<file path="config.mk">
export PLATFORM = sky130hd
export DESIGN_NAME = fetch_unit_flat
export DESIGN_NICKNAME = d
export VERILOG_FILES = /design/src/rtl/fetch_unit_pkg.sv /design/src/rtl/fetch_unit_if.sv /design/src/rtl/fetch_unit_fifo.sv /design/src/rtl/fetch_unit.sv /design/src/flat_wrapper.sv
export SDC_FILE = /design/constraint.sdc
export NUM_CORES = 1
export LEC_CHECK = 0
export CORE_ASPECT_RATIO = 2
export CORE_UTILIZATION = 55
export DETAILED_ROUTE_END_ITERATION = 12
export PLACE_DENSITY = 0.78
export SYNTH_ARGS = -nofsm -noshare
export SYNTH_HDL_FRONTEND = slang
export SYNTH_HIERARCHICAL = 1
export SYNTH_SLANG_ARGS = --single-unit
</file>
<file path="constraint.sdc">
create_clock -name clk -period 2.7 [get_ports clk]
set_input_delay 0.54 -clock clk [delete_from_list [all_inputs] [get_ports clk]]
set_output_delay 0.54 -clock clk [all_outputs]
set_load 0.02 [all_outputs]
</file>
<file path="src/rtl/fetch_unit_pkg.sv">
// Shared types and defaults for the instruction fetch stage.
package fetch_unit_pkg;

    localparam int unsigned XLEN                = 32;
    localparam int unsigned FETCH_DEPTH_DEFAULT = 4;
    localparam logic [XLEN-1:0] FETCH_RESET_PC_DEFAULT = 32'h0000_0000;

    typedef struct packed {
        logic [XLEN-1:0] pc;
        logic [XLEN-1:0] word;
    } fetch_entry_t;

endpackage

</file>
<file path="src/rtl/fetch_unit_if.sv">
// Fetch-stage bus: instruction BRAM port, decoder handshake and redirect request.
interface fetch_unit_if;
    import fetch_unit_pkg::*;

    logic            en;
    logic            redirect;
    logic [XLEN-1:0] redirect_pc;
    logic [XLEN-1:0] imem_addr;
    logic [XLEN-1:0] imem_rdata;
    logic            instr_valid;
    logic [XLEN-1:0] instr;
    logic [XLEN-1:0] instr_pc;
    logic            instr_ready;

    modport master (
        input  en, redirect, redirect_pc, imem_rdata, instr_ready,
        output imem_addr, instr_valid, instr, instr_pc
    );

    modport slave (
        output en, redirect, redirect_pc, imem_rdata, instr_ready,
        input  imem_addr, instr_valid, instr, instr_pc
    );

endinterface

</file>
<file path="src/rtl/fetch_unit_fifo.sv">
// fetch_fifo: prefetch buffer of {pc, word} entries with flush and a combinational head.
module fetch_fifo
    import fetch_unit_pkg::*;
#(
    parameter  int unsigned DEPTH = FETCH_DEPTH_DEFAULT,
    localparam int unsigned AW    = $clog2(DEPTH),
    localparam int unsigned CW    = AW + 1
) (
    input  logic          clk,
    input  logic          rst,
    input  logic          flush,
    input  logic          push,
    input  fetch_entry_t  push_data,
    input  logic          pop,
    output fetch_entry_t  head,
    output logic [CW-1:0] count
);

    fetch_entry_t  mem_r [DEPTH];
    logic [CW-1:0] rd_ptr_r;
    logic [CW-1:0] wr_ptr_r;
    logic [CW-1:0] count_r;

    // Storage, pointers and occupancy; flush overrides push and pop.
    always_ff @(posedge clk or negedge rst) begin
        if (!rst) begin
            mem_r    <= '{default: '0};
            rd_ptr_r <= '0;
            wr_ptr_r <= '0;
            count_r  <= '0;
        end else if (flush) begin
            rd_ptr_r <= '0;
            wr_ptr_r <= '0;
            count_r  <= '0;
        end else begin
            if (push) begin
                mem_r[wr_ptr_r[AW-1:0]] <= push_data;
                wr_ptr_r                <= wr_ptr_r + CW'(1);
            end
            if (pop) begin
                rd_ptr_r <= rd_ptr_r + CW'(1);
            end
            case ({push, pop})
                2'b10:   count_r <= count_r + CW'(1);
                2'b01:   count_r <= count_r - CW'(1);
                default: count_r <= count_r;
            endcase
        end
    end

    assign head  = mem_r[rd_ptr_r[AW-1:0]];
    assign count = count_r;

endmodule

</file>
<file path="src/rtl/fetch_unit.sv">
// fetch_unit: fetch PC, one-word-in-flight BRAM issue, prefetch buffer and redirect.
// Optional FETCH_STATS_EN adds stat_fetched / stat_flushes counters.
module fetch_unit
    import fetch_unit_pkg::*;
#(
    parameter int unsigned     DEPTH    = FETCH_DEPTH_DEFAULT,
    parameter logic [XLEN-1:0] RESET_PC = FETCH_RESET_PC_DEFAULT
) (
    input  logic               clk,
    input  logic               rst,
    fetch_unit_if.master       bus
`ifdef FETCH_STATS_EN
    ,
    output logic [31:0]        stat_fetched,
    output logic [31:0]        stat_flushes
`endif
);

    localparam int unsigned CW = $clog2(DEPTH) + 1;

    logic [XLEN-1:0] fetch_pc_r;
    logic            inflight_r;
    logic [XLEN-1:0] inflight_pc_r;

    logic [CW-1:0]   count_s;
    logic [CW:0]     credit_used_s;
    fetch_entry_t    head_s;
    fetch_entry_t    push_entry_s;
    logic            valid_s;
    logic            issue_s;
    logic            push_s;
    logic            pop_s;

    assign valid_s = (count_s != '0);

    // Event decode: redirect suppresses issue, capture and pop in the same cycle.
    always_comb begin
        credit_used_s = {1'b0, count_s} + {{CW{1'b0}}, inflight_r};
        push_entry_s  = '{pc: inflight_pc_r, word: bus.imem_rdata};
        issue_s       = 1'b0;
        push_s        = 1'b0;
        pop_s         = 1'b0;
        if (bus.redirect) begin
            issue_s = 1'b0;
            push_s  = 1'b0;
            pop_s   = 1'b0;
        end else begin
            // The in-flight word holds a slot, so the buffer can never overflow.
            issue_s = bus.en && (credit_used_s < (CW + 1)'(DEPTH));
            push_s  = inflight_r;
            pop_s   = valid_s && bus.instr_ready;
        end
    end

    // Fetch PC and in-flight tracking.
    always_ff @(posedge clk or negedge rst) begin
        if (!rst) begin
            fetch_pc_r    <= RESET_PC;
            inflight_r    <= 1'b0;
            inflight_pc_r <= 32'h0000_0000;
        end else if (bus.redirect) begin
            fetch_pc_r <= bus.redirect_pc;
            inflight_r <= 1'b0;
        end else begin
            if (issue_s) begin
                fetch_pc_r    <= fetch_pc_r + 32'd1;
                inflight_pc_r <= fetch_pc_r;
            end
            inflight_r <= issue_s;
        end
    end

    fetch_fifo #(
        .DEPTH (DEPTH)
    ) u_fifo (
        .clk       (clk),
        .rst       (rst),
        .flush     (bus.redirect),
        .push      (push_s),
        .push_data (push_entry_s),
        .pop       (pop_s),
        .head      (head_s),
        .count     (count_s)
    );

    assign bus.imem_addr   = fetch_pc_r;
    assign bus.instr_valid = valid_s;
    assign bus.instr       = head_s.word;
    assign bus.instr_pc    = head_s.pc;

`ifdef FETCH_STATS_EN
    // Accepted-pop and redirect-cycle counters, wrapping silently.
    always_ff @(posedge clk or negedge rst) begin
        if (!rst) begin
            stat_fetched <= 32'd0;
            stat_flushes <= 32'd0;
        end else begin
            if (pop_s) begin
                stat_fetched <= stat_fetched + 32'd1;
            end
            if (bus.redirect) begin
                stat_flushes <= stat_flushes + 32'd1;
            end
        end
    end
`else
    // Statistics counters are not built in this configuration.
`endif

endmodule

</file>
<file path="src/flat_wrapper.sv">
// flat-port wrapper written by rule: the top's interface ports become plain ports
module fetch_unit_flat import fetch_unit_pkg::*;
#(
    parameter int unsigned     DEPTH    = FETCH_DEPTH_DEFAULT,
    parameter logic [XLEN-1:0] RESET_PC = FETCH_RESET_PC_DEFAULT
)
  (clk, rst, bus_en, bus_redirect, bus_redirect_pc, bus_imem_rdata, bus_instr_ready, bus_imem_addr, bus_instr_valid, bus_instr, bus_instr_pc);
  fetch_unit_if bus_i ();
  input  logic clk;
  input  logic rst;
  input wire logic [$bits(bus_i.en)-1:0] bus_en;
  input wire logic [$bits(bus_i.redirect)-1:0] bus_redirect;
  input wire logic [$bits(bus_i.redirect_pc)-1:0] bus_redirect_pc;
  input wire logic [$bits(bus_i.imem_rdata)-1:0] bus_imem_rdata;
  input wire logic [$bits(bus_i.instr_ready)-1:0] bus_instr_ready;
  output wire logic [$bits(bus_i.imem_addr)-1:0] bus_imem_addr;
  output wire logic [$bits(bus_i.instr_valid)-1:0] bus_instr_valid;
  output wire logic [$bits(bus_i.instr)-1:0] bus_instr;
  output wire logic [$bits(bus_i.instr_pc)-1:0] bus_instr_pc;
  assign bus_i.en = bus_en;
  assign bus_i.redirect = bus_redirect;
  assign bus_i.redirect_pc = bus_redirect_pc;
  assign bus_i.imem_rdata = bus_imem_rdata;
  assign bus_i.instr_ready = bus_instr_ready;
  assign bus_imem_addr = bus_i.imem_addr;
  assign bus_instr_valid = bus_i.instr_valid;
  assign bus_instr = bus_i.instr;
  assign bus_instr_pc = bus_i.instr_pc;
  fetch_unit #(.DEPTH(DEPTH), .RESET_PC(RESET_PC)) u_core (.clk(clk), .rst(rst), .bus(bus_i));
endmodule
</file>
==> Word-level counts from Yosys, hierarchy flattened <==
Cells that the tools add are included.
{ "totals": {"inputBits": 69, "wordCells": 57, "out_inout_bits": 97, "register_bits": 330} }
{ "classes": {"magnitude_cmp": 4, "n_eq_ne": 2, "n_reduce_logical": 10, "addsub": 6, "bitwise_logic": 3, "muxes": 18} }
{ "op_table": {"columns": ["cell", "n"], "rows": [
  ["$bwmux W256", 1],
  ["$mux W64", 3],
  ["$bmux W64 S2", 1],
  ["$demux W64 S2", 1],
  ["$mux W32", 2],
  ["$add A32 B1 Y32 const B", 1],
  ["$mux W3", 5],
  ["$add A3 B1 Y3 const B", 3],
  ["$ge A3 B3 Y1 const B", 2],
  ["$not A2 Y3", 2],
  ["$pmux W3 S2", 1],
  ["$reduce_bool A2 Y1", 3],
  ["$reduce_bool A3 Y1", 2],
  ["$add A3 B1 Y4", 1],
  ["$lt A4 B3 Y1 const B", 1],
  ["$mux W1", 4],
  ["$reduce_and A2 Y1", 2],
  ["$logic_and A1 B1 Y1", 3],
  ["$lt A3 B1 Y1 const B", 1],
  ["$sub A3 B1 Y3 const B", 1],
  ["$eq A2 B1 Y1 const B", 1],
  ["$eq A2 B2 Y1 const B", 1],
  ["$not A1 Y1", 1]
]} }

==> Longest topological paths before layout <==
Gate-level depths: netlist (run 1).
{ "depth": {"word_depth": 6, "depth_mapped": 8, "mapped_depth_nobuf": 7} }

==> Cells and area by module <==
Netlist (run 1), hierarchy kept.
{ "by_module_without_submodules": {"columns": ["module", "instances", "area_each_um2", "cells_each", "seq_area_each_um2"], "rows": [
  ["fetch_fifo", 1, 12707.2, 656, 6581.3],
  ["fetch_unit", 1, 3101.7, 281, 1626.6]
]} }

==> Worst setup path before layout (run 1) <==
Ideal clock, no wire load.
{ "synth_timing": {"kind": "register to register", "start": "register u_core.u_fifo.count_r[1], in the netlist u_core/u_fifo/count[1]", "end": "register u_core.u_fifo.count_r[2], in the netlist u_core/u_fifo/count[2]", "stages_incl_launch_ff": 8, "synth_period_minus_slack_ns": 2.332, "n_path_buf": 0, "required_ns": 2.612, "arrival_ns": 2.244, "setup_slack_ns": 0.368, "setup_time_ns": 0.088, "path_cell_list": "dfrtp_1 or3_1 and3_1 and2b_2 fa_1 and3b_2 o21ai_0 nor3b_1"} }
{ "synth_between": {"elab_chain_len": 6, "elab_cells_between_ends": 10, "classes_between": "add/sub (2); eq/ne (2); mux (3); reduce/logical (3)"} }
{ "synth_rtl": {"columns": ["element", "line", "text"], "rows": [
  ["start: declaration", "fetch_unit_fifo.sv:22", "logic [CW-1:0] count_r;"],
  ["start signal: assignment", "fetch_unit_fifo.sv:44", "2'b10: count_r <= count_r + CW'(1);"],
  ["start signal: assignment", "fetch_unit_fifo.sv:45", "2'b01: count_r <= count_r - CW'(1);"],
  ["start signal: assignment", "fetch_unit_fifo.sv:46", "default: count_r <= count_r;"],
  ["$reduce_bool A3 Y1 *", "fetch_unit.sv:34", "assign valid_s = (count_s != '0);"],
  ["named net bus_instr_valid", "flat_wrapper.sv:17", "output wire logic [$bits(bus_i.instr_valid)-1:0] bus_instr_valid;"],
  ["$logic_and A1 B1 Y1 *", "fetch_unit.sv:51", "pop_s = valid_s && bus.instr_ready;"],
  ["$mux W1 *", "fetch_unit.sv:43", "if (bus.redirect) begin"],
  ["named net u_core.pop_s", "fetch_unit.sv:32", "logic pop_s;"],
  ["$eq A2 B1 Y1 / $eq A2 B2 Y1 (equally long branches)", "fetch_unit_fifo.sv:43", "case ({push, pop})"],
  ["$pmux W3 S2", "fetch_unit_fifo.sv:43", null],
  ["$mux W3", "fetch_unit_fifo.sv:31", "end else if (flush) begin"]
]} }
The timed path passes the listed nets; every way through them passes the cells marked *.
A chain may end at the register's enable or synchronous reset.

==> Worst setup path after layout (run 1) <==
{ "layout_timing": {"start": "register u_core.u_fifo.rd_ptr_r[0]", "end": "output port bus_instr_pc[18]"} }
{ "layout_between": {"elab_chain_len": 4} }
{ "layout_rtl": {"columns": ["element", "line", "text"], "rows": [
  ["start: declaration", "fetch_unit_fifo.sv:20", "logic [CW-1:0] rd_ptr_r;"],
  ["start signal: assignment", "fetch_unit_fifo.sv:41", "rd_ptr_r <= rd_ptr_r + CW'(1);"],
  ["$not A2 Y3 (implied by the code)", "fetch_unit_fifo.sv:51", "assign head = mem_r[rd_ptr_r[AW-1:0]];"],
  ["$bmux W64 S2", "fetch_unit_fifo.sv:51", null],
  ["$mux W64 (implied by the code) (2 in series)", "fetch_unit_fifo.sv:51", null],
  ["end: declaration", "flat_wrapper.sv:19", "output wire logic [$bits(bus_i.instr_pc)-1:0] bus_instr_pc;"]
]} }
Every way passes these cells. The select of a mux whose other input is x is not followed.

==> results of run 1 <==
-- kinds of logic (layout without fill, tap and decap cells) --
kind of cell,Yosys count,count (layout),share of synthesized area
compound gates,33,33,0.0105
xor+xnor,35,35,0.0194
fa+ha+maj,6,6,0.00522
buf+inv,60,265,0.0430
flops,328,328,0.519
mux,356,356,0.356
simple gates,119,119,0.0468
-- registers in the layout (all words and copies together) (netlist names) --
signal                  flops
u_core/u_fifo/wr_ptr_r      2
u_core/u_fifo/mem_r       256
u_core/inflight_r           1
u_core/inflight_pc_r       32
u_core/bus.imem_addr       32
u_core/u_fifo/rd_ptr_r      2
u_core/u_fifo/count         3
-- worst paths after layout --
path	from	to	slack, ns	cells past startpoint
min	bus_redirect	u_core/u_fifo/rd_ptr_r[1]$_DFFE_PN0P_	0.35	2
min in group asynchronous	rst	u_core/u_fifo/mem_r[98]$_DFFE_PN0P_	0.56	2
max	u_core/u_fifo/rd_ptr_r[0]$_DFFE_PN0P_	bus_instr_pc[18]	0.05	4
max in group asynchronous	rst	u_core/u_fifo/mem_r[237]$_DFFE_PN0P_	1.35	3
max reg2reg	u_core/u_fifo/count[1]$_DFFE_PN0P_	u_core/u_fifo/count[2]$_DFFE_PN0P_	0.43	7
min reg2reg	u_core/u_fifo/mem_r[0]$_DFFE_PN0P_	u_core/u_fifo/mem_r[0]$_DFFE_PN0P_	0.50	1
-- per-layer routing --
metal,part of all wire,vias to the layer above,GRT usage
met2,0.54,175,0.425
met3,0.030,40,0.0238
met1,0.41,4589,0.312
met4,0.020,0,0.0657
li1,-,3785,-
met5,0,-,0
-- final cells by class --
cell class / instances / area, sq um / share of cell area
Sequential cell: 328 / 8220 / 0.441
Multi-Input combinational cell: 549 / 6930 / 0.372
Timing Repair Buffer: 206 / 1990 / 0.107
Clock buffer: 42 / 887 / 0.0477
Tap cell: 356 / 445 / 0.0239
Clock inverter: 11 / 118 / 0.00632
Inverter: 6 / 22.5 / 0.00121
-- metrics by stage --
step | util | std cells
detailed placement | 0.631 | 1440
global route | 0.660 | 1498
floorplan | - | 937
finish | 0.660 | 1498
global placement | 0.631 | 1440
CTS | 0.667 | 1497
-- worst register-to-register path, delay by kind of cell (launching register included) --
kind | cells | cell delay (ns)
adder cells (fa/ha/maj) | 1 | 0.38
AO/OA/AOI/OAI | 1 | 0.14
flip-flops | 1 | 0.43
AND/OR/NAND/NOR | 5 | 1.23
-- timing repair --
item / CTS / global route
gates resized for setup: 196 / 37
setup buffers: 3 / 0
cloned: 0 / 1
endpoints found under the setup margin: 64 / 35
hold endpoints to repair: 16 / 0
hold buffers: 1 / 0
-- Yosys cell counts (2+ instances only) --
cell	n	area [sq um]
and2_1	3	18.8
o21ai_1	23	115
mux2_4	240	3600
mux2_2	44	495
mux2i_1	3	30.0
nor3_2	2	20.0
nand2_1	41	154
xor2_1	20	175
mux4_2	64	1440
nand3_1	6	30.0
clkbuf_1	8	30.0
mux2_1	5	56.3
xnor2_1	15	131
ha_1	5	62.6
or3_1	2	12.5
and3_1	9	56.3
nor4_2	2	25.0
nand3_2	2	20.0
nor2_1	11	41.3
dfrtp_1	328	8210
buf_12	25	500
nor2b_1	2	12.5
and4_1	4	35.0
o21ai_0	9	45.0
nor3_1	4	20.0
nand2_8	4	80.1
nor3b_1	2	15.0
inv_1	6	22.5
buf_4	7	52.6
nand4_1	15	93.8
buf_2	11	55.1
buf_1	2	7.51
-- report_power, final --
part           switching, mW  total, mW  internal, mW
clock                   1.89       4.37          2.48
sequential             0.532       6.09          5.56
combinational           1.27       2.91          1.64
total                   3.69       13.4          9.68
==> impl_results.md, run 1 <==
- Dpl ws: between 0.1 and 0.15 ns
- ANT nets after route: 0
- Syn_area_per_cell: approximately 17 sq um
- Num rows: 87
- Vias: around 8600
- Fill cell count: a little under 2000
- Detailed Route Iter0 Violations: slightly below 400
- Total global-route track usage: 0.241
- Path category of the worst min-delay check: primary input to flop
- Final worst path period need: approximately 2.7 ns
- Vias/cell: 5.73
- Total power: between 10 and 15 mW
- Worst-margin pin slew: slightly above 0.7 ns
- Worst-path cell chain: buf_12 -> buf_4 -> mux4_2 -> clkdlybuf4s15_2
- Final setup margin: approximately 0.05 ns
- Die area: a little under 30000 sq um
- CTS root buffer: clkbuf_16
- CP arrival: ~2.1 ns
- Layout area overhead: 17.7%
- Die Wd: around 120 microns
- Synth Cell Area: about 16000 sq um
- Clock buffer count from CTS: 30
- H-tree levels: 1
- Worst hold slack: around 0.35 ns
- Commonest non-fill, non-tap cell in the layout: dfrtp_1
- Tcrit/Tclk final: 0.982
- Req. time, crit path: between 2 and 2.5 ns
- First-pass GRT wire length: 54900 microns
- Yosys warns: 6
- Final instance area: between 15000 and 20000 sq um
- Maxcap violations: 0
- Final max-slew violation count: 0
- Placed cell area: between 15000 and 20000 sq um
- Top_reg_cell synth: dfrtp_1
- Skew final: between 0.02 and 0.025 ns
- Detailed Routing Iterations Pass 1: 4
- DP HPWL: 21800 microns
- Delay-heaviest family, CP: buffers and inverters
- Seq/Total Area, Yosys: 0.519
- Clk sinks: 328
- FFs w/ async S/R, synth: 1.00
- Post-layout nets: around 1200
- Outcome: complete, no violations
- CP startpoint kind: flop
- PD cells: between 700 and 800 nW/um^2
- Fmax: 377 MHz
- PortBufs: roughly 170
- Remaining global-route overflow: 0
- Setup tns final: 0 ns
- Die height: about 240 microns
- GP Congestion: between 0.7 and 0.8
- Vias in the first global route: 9590
- Final hold viol count: 0
- Slew headroom: 0.529
- Initial Util: 0.561
- Worst-skew pair later-pin latency: approximately 0.56 ns
- Final wirelength: ~34000 microns
- Setup violators final: 0
- Boundary pin count: 166
- Slowest-stage cell, CP: dfrtp_4
- Leak: 9.12 nW
- Syn nets: slightly above 1000
- EDFF count, synth: 0
- Worst Setup End Kind: primary output
- CP bufs+invs: 3
- Slowest Stage Delay on Critical Path: roughly 0.52 ns
- TritonCTS clock tree: yes
- Antenna violations before repair: 0
- Number of distinct library cells after synthesis: 45
- Crit Path Max Fanout: 3
- Kind of critical path: flop to primary output
- Avg WL per Cell: 22.6 microns
- Maximum buffer depth of the clock tree: 3
- CTS clk-pin slew, worst paths: 0.07 ns
- ANT cells: 0
- Largest net degree at the start of global routing: 81
- Worst vdd ir: a little under 0.6 mV
- Post-Synthesis Cells: approximately 940
- Placeable Area: 28200 sq um
- Commonest non-fill, non-tap cells in the layout: 326 x dfrtp_1, 240 x mux2_4, 99 x clkdlybuf4s50_1
- Share of cells above drive strength 1: 0.452
- Remaining DRCs: 0
- RSZ-0062 raised after global routing: false
- Synth Register Bits: around 330
No activity file was read; power rests on OpenSTA's default activity.
==> inputs of run 2 (changes only) <==
--- a/config.mk
+++ b/config.mk
@@ -6,9 +6,8 @@
 export NUM_CORES = 1
 export LEC_CHECK = 0
 export CORE_ASPECT_RATIO = 2
-export CORE_UTILIZATION = 55
+export CORE_UTILIZATION = 35
 export DETAILED_ROUTE_END_ITERATION = 12
-export PLACE_DENSITY = 0.78
 export SYNTH_ARGS = -nofsm -noshare
 export SYNTH_HDL_FRONTEND = slang
 export SYNTH_HIERARCHICAL = 1
==> run 2 against run 1 <==
The run now ends with design-rule violations left. Largest cell class unchanged. Power increased by 3.2%. Maximum frequency decreased by 1.6%. Sequential cell count unchanged. Die area up 56%.
==> impl_results.md, run 2 (synthesis gave the netlist of run 1 again) <==
- Slowest Stage Delay on Critical Path: 0.52 ns
- Pint: slightly below 10 mW
- Net switching power figure: 3.88 mW
- Boundary pin count: roughly 170
- PD cells: 720 nW/um^2
- GP Congestion: roughly 0.75
- Tcrit/Tclk final: 0.998
- Worst hold path endpoint: u_core/u_fifo/count[0]$_DFFE_PN0P_
- Layout area overhead: 21.2%
- Vias: 8575
- Combinational fraction of design power: 0.225
- Total global-route track usage: 0.167
- Skew final: approximately 0.023 ns
- Worst vdd ir: around 0.36 mV
- Slew headroom: 0.608
- Commonest non-fill, non-tap cell in the layout: dfrtp_1
- Share of cells above drive strength 1: 0.468
- Vias/cell: between 4 and 5
- Final instance area: around 19000 sq um
- Max reg flops: 256
- Worst Reg-to-Reg Cells: 7
- Maximum buffer depth of the clock tree: 3
- Detailed Routing Iterations Pass 1: 8
- CP startpoint kind: flop
- Clock power frac: 0.334
- Placed cells: around 1600
- Hold path cells: 2
- Placed cell area: ~18000 sq um
- Sequential share of power: 0.441
- Leak: 9.25 nW
- ANT nets after route: 0
- Die height: between 300 and 400 microns
- CTS clk-pin slew, worst paths: ~0.070 ns
- TritonCTS clock tree: yes
- DP HPWL: 23900 microns
- Initial Util: 0.357
- Placeable Area: between 40000 and 50000 sq um
- Fin cells: 1718
- Final hold viol count: 0
- Req. time, crit path: ~2.2 ns
- Path category of the worst min-delay check: primary input to flop
- Clock buffer count from CTS: 31
- CTS root buffer: clkbuf_16
- Worst Setup End Kind: primary output
- Worst-skew pair later-pin latency: approximately 0.58 ns
- First-pass GRT wire length: just under 60000 microns
- Largest net degree at the start of global routing: 84
- Kind of critical path: flop to primary output
- Final wirelength: approximately 38000 microns
- PortBufs: 165
- Worst hold slack: just over 0.3 ns
- Die Wd: approximately 150 microns
- Hold_sp: bus_redirect
- Remaining DRCs: 14
- H-tree levels: 1
- RSZ-0062 raised after global routing: true
- Worst-path cell chain: buf_12 -> clkbuf_16 -> buf_4 -> mux4_2 -> buf_2
- Slowest-stage cell, CP: dfrtp_4
- Crit Path Max Fanout: 5
- Setup violators final: 0
- Vias in the first global route: 9776
- ANT cells: 0
- Largest Register: u_core/u_fifo/mem_r
- Clk sinks: 328
- Worst r2r dst: u_core/u_fifo/count[2]$_DFFE_PN0P_
- CP arrival: around 2.2 ns
- Num rows: approximately 110
- Remaining global-route overflow: 0
- Final worst path period need: approximately 2.7 ns
- Avg WL per Cell: ~22 microns
- Post-layout nets: ~1200
- Delay-heaviest family, CP: buffers and inverters
- Antenna violations before repair: 0
- Die area: 46100 sq um
- Failing checks: design-rule violations
- R2R Path Start: u_core/u_fifo/count[0]$_DFFE_PN0P_
- Net Sw Frac: 0.281
- Commonest non-fill, non-tap cells in the layout: 326 x dfrtp_1, 240 x mux2_4, 99 x clkdlybuf4s50_1
- Final max-slew violation count: 0
- Outcome: finished with violations
- Maxcap violations: 0
- CP bufs+invs: 4
- Worst-margin pin slew: around 0.6 ns
- R2R setup slack: 0.38 ns
- Detailed Route Iter0 Violations: approximately 400
- Fill cell count: around 4000
- Fmax: approximately 370 MHz
==> run 2: power by group through the flow <==
stage,registers (mW),logic [mW],clock network (mW)
floorplan,6.02,1.95,0
global placement,6.15,3.23,0
detailed placement,6.18,3.27,0
CTS,6.10,3.09,4.76
global route,6.19,3.31,4.92
finish,6.09,3.11,4.60
==> run 2: cell type report <==
cell class	count	area, sq um	share of cell area
inverters	6	22.5	0.00118
clock inverters	19	216	0.0113
clock buffers	38	842	0.0439
multi-input cells	549	6930	0.361
flip-flops and latches	328	8220	0.429
repair buffers	223	2250	0.117
well taps	555	694	0.0362
==> run 2: worst max-delay path by stage <==
| stage | slack (ns) | endpoint | depth (start not counted) | start |
|---|---|---|---|---|
| 3_5_place_dp | 0.25 | bus_instr_pc[8] | 3 | u_core/u_fifo/rd_ptr_r[0]$_DFFE_PN0P_ |
| 4_1_cts | -0.13 | bus_instr_pc[21] | 5 | u_core/u_fifo/rd_ptr_r[0]$_DFFE_PN0P_ |
| 3_3_place_gp | 0.25 | bus_instr_pc[8] | 3 | u_core/u_fifo/rd_ptr_r[0]$_DFFE_PN0P_ |
| 2_1_floorplan | 0.37 | u_core/u_fifo/count[2]$_DFFE_PN0P_ | 7 | u_core/u_fifo/count[1]$_DFFE_PN0P_ |
| 6_report | 0.006 | bus_instr_pc[23] | 5 | u_core/u_fifo/rd_ptr_r[0]$_DFFE_PN0P_ |
| 5_1_grt | -0.06 | bus_instr_pc[23] | 5 | u_core/u_fifo/rd_ptr_r[0]$_DFFE_PN0P_ |
==> run 2: stage by stage <==
stage / power (mW) / setup slack (ns) / util / TNS [ns]
after global placement: 9.39 / 0.249 / 0.405 / 0
after global routing: 14.4 / -0.0575 / 0.432 / -0.619
after CTS: 14.0 / -0.128 / 0.430 / -0.673
after detailed placement: 9.45 / 0.252 / 0.405 / 0
final: 13.8 / 0.00610 / 0.432 / 0
after floorplan: 7.97 / 0.368 / - / 0
==> run 2: what timing repair did <==
item | 4_1_cts | 5_1_grt
setup buffers | 10 | 8
cloned | 3 | 2
gates resized for setup | 248 | 47
hold buffers | 1 | 0
endpoints found under the hold margin | 61 | 0
endpoints found under the setup margin | 63 | 21
==> run 2: metal layers <==
layer	GRT usage	up-vias	wire length, microns
li1	-	3824	-
met1	0.200	4531	15300
met2	0.308	175	20100
met3	0.0207	45	1280
met4	0.0544	0	961
met5	0	-	0
==> inputs of run 3 (changes only) <==
--- a/config.mk
+++ b/config.mk
@@ -5,9 +5,12 @@
 export SDC_FILE = /design/constraint.sdc
 export NUM_CORES = 1
 export LEC_CHECK = 0
+export CELL_PAD_IN_SITES_DETAIL_PLACEMENT = 1
+export CELL_PAD_IN_SITES_GLOBAL_PLACEMENT = 2
 export CORE_ASPECT_RATIO = 2
 export CORE_UTILIZATION = 35
 export DETAILED_ROUTE_END_ITERATION = 12
+export PLACE_DENSITY_LB_ADDON = 0.1
 export SYNTH_ARGS = -nofsm -noshare
 export SYNTH_HDL_FRONTEND = slang
 export SYNTH_HIERARCHICAL = 1
==> run 3 against run 2 <==
The flow still finishes with violations (design-rule violations). Clock power increased by 8.5%. Utilization increased by 0.64 points. Clock skew decreased by 0.0079 ns. Sequential share of layout area decreased by 0.63 points. Die area unchanged. Largest power group unchanged. Register-to-register slack got worse by 0.03 ns. Non-clock buffer count increased by 8. Final area increased by 1.5%. Routed wire length increased by 7.3%. Critical path type unchanged.
==> impl_results.md, run 3 (synthesis gave the netlist of run 1 again) <==
- Path category of the worst min-delay check: primary input to flop
- Setup tns final: 0 ns
- Share of cells above drive strength 1: 0.462
- Kind of critical path: flop to primary output
- GP Congestion: 0.738
- Worst-skew pair later-pin latency: ~0.52 ns
- Final wirelength: roughly 40000 microns
- Net switching power figure: 3.90 mW
- H-tree levels: 2
- Remaining DRCs: 10
- TritonCTS clock tree: yes
- R2R Path Start: u_core/u_fifo/count[1]$_DFFE_PN0P_
- Pint: between 10 and 15 mW
- Skew final: 0.0148 ns
- Max reg flops: about 260
- Detailed Routing Iterations Pass 1: 8
- Worst Setup End Kind: primary output
- Leak: 9.39 nW
- PD cells: about 730 nW/um^2
- Final worst path period need: roughly 2.7 ns
- Die height: slightly above 300 microns
- Clk sinks: between 300 and 400
- PortBufs: around 170
- Remaining global-route overflow: 0
- Worst hold path endpoint: u_core/bus.imem_addr[22]$_DFFE_PN0P_
- R2R setup slack: 0.35 ns
- Clock power frac: 0.351
- ANT cells: 0
- Largest Register: u_core/u_fifo/mem_r
- Largest net degree at the start of global routing: 77
- CTS root buffer: clkbuf_16
- CP arrival: about 2.2 ns
- DP HPWL: approximately 26000 microns
- Boundary pin count: ~170
- Sequential share of power: 0.429
- Commonest non-fill, non-tap cell in the layout: dfrtp_1
- Final max-slew violation count: 0
- Post-layout nets: about 1200
- Crit Path Max Fanout: 6
- Vias in the first global route: 10200
- Worst r2r dst: u_core/u_fifo/count[2]$_DFFE_PN0P_
- Worst vdd ir: ~0.34 mV
- Outcome: finished with violations
- Vias/cell: 5.01
- Num rows: 109
- Final setup margin: ~0.005 ns
- Setup violators final: 0
- Maxcap violations: 0
- Antenna violations before repair: 0
- Combinational fraction of design power: 0.220
- Slew headroom: 0.712
- Worst-margin pin slew: 0.433 ns
- Maximum buffer depth of the clock tree: 3
- Vias: around 8700
- CTS clk-pin slew, worst paths: 0.06 ns
- Die area: 46100 sq um
- Initial Util: 0.357
- Final hold viol count: 0
- Worst hold slack: 0.437 ns
- Net Sw Frac: 0.274
- Fmax: between 300 and 400 MHz
- Failing checks: design-rule violations
- Hold path cells: 3
- Die Wd: 152 microns
- CP startpoint kind: flop
- RSZ-0062 raised after global routing: true
- Commonest non-fill, non-tap cells in the layout: 326 x dfrtp_1, 240 x mux2_4, 99 x clkdlybuf4s50_1
- Placeable Area: ~44000 sq um
- Hold_sp: bus_redirect
- Avg WL per Cell: 23.3 microns
- ANT nets after route: 0
- Clock buffer count from CTS: 34
- First-pass GRT wire length: ~64000 microns
- Worst Reg-to-Reg Cells: 7
- Dpl ws: about 0.19 ns
- Tcrit/Tclk final: 0.998
- Layout area overhead: 23.0%
- Detailed Route Iter0 Violations: 297
- Total global-route track usage: 0.183
- Req. time, crit path: roughly 2.2 ns
==> run 3: changes by cell type in the layout (fill, tap and decap cells not counted), sizes merged <==
cell,previous run,this run
bufinv,4,2
inv,8,7
clkbuf,52,64
clkinvlp,4,0
buf,109,112
clkinv,9,2
dlygate4sd2,0,2
clkdlybuf4s15,0,7
==> run 3: timing repair <==
item / in CTS / in global routing
hold endpoints to repair: 22 / 0
buffers inserted: 13 / 7
setup endpoints to repair: 64 / 39
resized for setup: 220 / 62
hold buffers: 1 / 0
cloned: 5 / 0
==> run 3: worst max path at each step <==
stage / startpoint / to / slack [ns]
after floorplan: u_core/u_fifo/count[1]$_DFFE_PN0P_ / u_core/u_fifo/count[2]$_DFFE_PN0P_ / 0.37
after global placement: u_core/u_fifo/rd_ptr_r[0]$_DFFE_PN0P_ / bus_instr_pc[9] / 0.20
after detailed placement: u_core/u_fifo/rd_ptr_r[0]$_DFFE_PN0P_ / bus_instr_pc[9] / 0.19
after CTS: u_core/u_fifo/rd_ptr_r[0]$_DFFE_PN0P_ / bus_instr_pc[13] / -0.15
after global routing: u_core/u_fifo/rd_ptr_r[0]$_DFFE_PN0P_ / bus_instr_pc[13] / -0.06
final: u_core/u_fifo/rd_ptr_r[0]$_DFFE_PN0P_ / bus_instr_pc[13] / 0.005
==> run 3: critical path, cell delays in order, from the launching register on <==
cell and delay (ns):
dfrtp_4 0.50, buf_12 0.14, buf_12 0.15, buf_16 0.14, buf_6 0.10, mux4_2 0.46, buf_6 0.16
==> run 3: power groups by stage <==
stage               logic, mW  clock network (mW)  registers, mW
detailed placement       3.28                   0           6.20
CTS                      3.12                5.20           6.13
global placement         3.24                   0           6.19
global route             3.36                5.36           6.22
finish                   3.14                4.99           6.11
floorplan                1.95                   0           6.02
==> run 3: per-stage QoR <==
step	util	power [mW]	area, sq um	instances
after global placement	0.408	9.44	18100	1644
after global routing	0.439	14.9	19500	1728
after floorplan	-	7.97	15800	937
final	0.439	14.2	19500	1728
after detailed placement	0.408	9.48	18100	1644
after CTS	0.437	14.4	19400	1722
==> run 3: layout make-up <==
class	count	area, sq um
clock buffer	54	1100
clock inverter	5	78.8
fill	4341	24900
inverter	6	22.5
multi-input combinational	549	6930
sequential	328	8220
tap	555	694
timing repair buffer	231	2410
==> run 3: metal layers <==
layer | up-vias | share of wire | track usage
met5 | - | 0 | 0
met2 | 163 | 0.54 | 0.335
met4 | 0 | 0.014 | 0.0462
met3 | 36 | 0.036 | 0.0284
met1 | 4613 | 0.41 | 0.224
li1 | 3843 | - | -
